==> src/rtl/gate_bist_checker_settle_timer.sv <==
// Loadable 4-bit down-counter with a zero flag; it holds at zero rather than
// wrapping, so a stray decrement can never rearm the settle window.
module settle_timer (
    input  logic       clk,
    input  logic       rst,
    input  logic       load,
    input  logic       dec,
    input  logic [3:0] load_val,
    output logic       zero
);

    logic [3:0] count_q;
    logic [3:0] count_d;

    always_comb begin
        count_d = count_q;
        if (load) begin
            count_d = load_val;
        end else if (dec && (count_q != 4'd0)) begin
            count_d = count_q - 4'd1;
        end
    end

    // NOTE: state registers use non-blocking assignments so every flop samples
    // the pre-edge values, independent of block evaluation order.
    always_ff @(posedge clk or posedge rst) begin
        if (rst) begin
            count_q <= 4'd0;
        end else begin
            count_q <= count_d;
        end
    end

    assign zero = (count_q == 4'd0);

endmodule

==> config.mk <==
export PLATFORM = sky130hd
export DESIGN_NAME = settle_timer
export DESIGN_NICKNAME = d
export VERILOG_FILES = /design/src/rtl/gate_bist_checker_settle_timer.sv
export SDC_FILE = /design/constraint.sdc
export NUM_CORES = 1
export LEC_CHECK = 0
export CAP_MARGIN = 30
export CORE_AREA = 8 8 45 47
export CTS_BUF_LIST = sky130_fd_sc_hd__clkbuf_4 sky130_fd_sc_hd__clkbuf_8
export CTS_CLUSTER_SIZE = 16
export DETAILED_ROUTE_END_ITERATION = 8
export DIE_AREA = 0 0 53 55
export GPL_ROUTABILITY_DRIVEN = 0
export PLACE_DENSITY = 0.44
export SLEW_MARGIN = 20
export SYNTH_ARGS = -nofsm -noshare
export SYNTH_HDL_FRONTEND = slang
export SYNTH_SLANG_ARGS = --single-unit
==> constraint.sdc <==
create_clock -name clk -period 2.1 [get_ports clk]
set_input_delay 0.21 -clock clk [delete_from_list [all_inputs] [get_ports clk]]
set_output_delay 0.21 -clock clk [all_outputs]
set_load 0.01 [all_outputs]
==> results.md <==
- Pin count of the biggest net entering global routing: 10
- Clock transition at path regs: 0.04 ns
- Clock buffer count from CTS: 3
- Unique masters post-synth: 17
- Data arrival time of the worst path: 1.64 ns
- YS warnings: 0
- Area of the core region: 1380 um^2
- Synth top area share: 38.3%
- Worst-margin pin slew: 0.292 ns
- Sequential-to-total area share from yosys stat: 38.3%
- Num Clock Sinks: 4
- Critical Setup Path Class: reg2out
- Worst hold-check path type: in2async
- Flip-flop count of the largest register, all copies and words added: 4
- Remaining antenna violation count after routing: 0
- Met2 Resource Use GR: 6.25%
- Gr usage total: 4.33%
- Clock Skews: 0.000707 ns
- Filler Cell Count: 159
- Routed length per placed instance: 10.7 um
- Clock tree from TritonCTS: done
- Area share of and/or/nand/nor cells after synthesis: 29.7%
- Max-slew violation count: 0
- Final clock period utilization by the worst path: 88.3%
- Clock insertion delay at the later pin of the skew report: 0.23 ns
- Post-CTS setup buffer count: 0
- Max Freq: 0.539 GHz
- Leakage power summed over all cells: 0.170 nW
- Max-Slew Margin vs Limit: 80.5%
- Largest register by flop count: count_q
- Antenna violations before repair: 0
- Maximum clock path buffer count: 2
- Growth of design area from synthesis to finish: 45.9%
- Total wire length after detailed routing: 578 um
- Mux contribution to synthesized area: 0%
- Worst vdd rail ir drop: 235 uV
- HPWL reported at the end of detailed placement: 469 um
- M1 GR Usage: 3.83%
- P per Cell Area: 650 nW/um^2
- Kind of end point of the critical path: output pin
- Hold violation count in the final report: 0
- Final TNS setup: 0 ns
- Data required time of the critical path: 1.89 ns
- Htree depth: 1
- Vias post-DR: 246
- Main combinational cell family by area after synthesis: simple AND/OR/NAND/NOR gates
- Post-layout power: 0.000248 W
- Global-route wire length before repair: 834 um
- Run status: finished clean
- Total setup violations reported at the end of the flow: 0
- First-pass detailed-route iteration total: 4
- Area share of xor/xnor cells in the synthesized design: 0%
- Share of synthesized cell area in full adder, half adder and majority cells: 4.78%
- Most area-consuming cells after synthesis: dfrtp_1 (38%), a21oi_1 (5.7%), inv_1 (5.7%)
- Fraction of the mapped netlist area in compound gates: 20.1%
- Synthesis-stage register bit count: 4
- Starting utilization of the core area: 18.9%
- Pre-CTS setup slack: 0.207 ns
- Biggest regs: count_q: 4 flops
- Root Buffer Master: clkbuf_4
- Sort of element at the start of the critical path: flip-flop
- Chip Height: 55 um
- Via count of the first global-routing pass: 228
- Post-synth design cell area: 262 um^2
- Most heavily used metal layer in global routing: met2
- I/O pin cnt: 9
- Post-Syn Nets: 37
- Mean area per synthesized cell: 9.34 um^2
- DR DRC count: 0
- Standard-cell row count: 14
- Input/output buffers: 8
- Number of cells produced by synthesis: 28
- GR met3 Demand/Resource: 2.67%
- Number of nets in the layout: 49
- Aggregate global routing overflow: 0
- Total Die Area: 2920 um^2
- Diode count: 0
- Detail-routed via count per cell: 4.56
- Yosys top cell by area: dfrtp_1
- Die X-Extent: 53 um
- Share of cells above drive strength 1: 18.4%
- Setup repair after global routing missed its margin: false
- Worst-path maximum fanout: 5
- First DRT Iteration DRCs: 7
- Final worst-path setup slack: 0.246 ns
- Max Cap Violations: 0
- Time the worst path needs with I/O delays and setup: 1.85 ns
## worst paths after layout
| kind | startpoint | to | slack (ns) | cells past startpoint |
|---|---|---|---|---|
| hold reg to reg | count_q[1] | count_q[1] | 0.62 | 2 |
| max in group asynchronous | rst | count_q[3] | 1.81 | 2 |
| hold / removal | rst | count_q[1] | 0.15 | 2 |
| setup reg to reg | count_q[0] | count_q[0] | 0.45 | 5 |
| setup / recovery | count_q[0] | zero | 0.25 | 5 |
| min in group clk | load_val[1] | count_q[1] | 0.54 | 3 |
## timing repair
| item | in CTS | in global routing |
|---|---|---|
| endpoints found under the setup margin | 1 | 0 |
| endpoints found under the hold margin | 0 | 0 |
| hold buffers | 0 | 0 |
| gates resized for setup | 2 | 0 |
## per-layer routing
| layer | up-vias | part of all wire [%] |
|---|---|---|
| met5 | - | 0 |
| met4 | 0 | 3.6 |
| met3 | 2 | 7.1 |
| met2 | 6 | 46 |
| met1 | 115 | 43 |
| li1 | 123 | - |
## critical path: stages, from the launching register on
cell and delay (ns):
dfrtp_1 0.38, inv_1 0.11, ha_2 0.21, or3b_4 0.41, inv_1 0.06, dlygate4sd2_1 0.26
## cells by family (layout without fill, tap and decap cells)
kind of cell / Yosys count / count (layout)
flip-flops: 4 / 4
buffers and inverters: 5 / 15
AND/OR/NAND/NOR: 10 / 10
adder cells (fa/ha/maj): 1 / 1
AO/OA/AOI/OAI: 8 / 8
## where the power goes
part           switching (W)  internal, W
Sequential        0.00000842    0.0000867
Combinational      0.0000248    0.0000349
Clock              0.0000293    0.0000638
Total              0.0000626     0.000185
## layout by cell type (no fill, tap or decap)
cell	instances
clkdlybuf4s50_1	7
inv_1	4
dfrtp_1	4
a21oi_1	3
nand2_1	3
clkbuf_4	3
o21ai_1	2
or3b_4	1
a31o_1	1
and4b_1	1
nor4b_2	1
nor3_1	1
nor3b_1	1
a221o_1	1
and3_4	1
nand2b_1	1
o31a_1	1
ha_2	1
dlygate4sd2_1	1
## cell usage after synthesis
| cell type | count |
|---|---|
| a21oi_1 | 3 |
| a221o_1 | 1 |
| a31o_1 | 1 |
| and3_4 | 1 |
| and4b_1 | 1 |
| clkbuf_1 | 1 |
| dfrtp_1 | 4 |
| ha_1 | 1 |
| inv_1 | 4 |
| nand2_1 | 3 |
| nand2b_1 | 1 |
| nor3_1 | 1 |
| nor3b_1 | 1 |
| nor4b_2 | 1 |
| o21ai_1 | 2 |
| o31a_1 | 1 |
| or3b_4 | 1 |
## area by class of cell
type                       count  area (um^2)  share of cell area [%]
multi-input combinational     19          145                    38.0
sequential                     4          100                    26.2
timing repair buffer           8         78.8                    20.7
clock buffer                   3         22.5                    5.90
tap                           16         20.0                    5.25
inverter                       4         15.0                    3.93
## metrics by stage
step	cell area, um^2	cells	hold WS [ns]	utilization, %
6_report	382	54	0.152	27.6
3_3_place_gp	358	51	0.397	25.9
3_5_place_dp	358	51	0.399	25.9
4_1_cts	382	54	0.148	27.6
2_1_floorplan	262	28	-0.0239	-
5_1_grt	382	54	0.148	27.6
(Power assumes the default switching activity.)
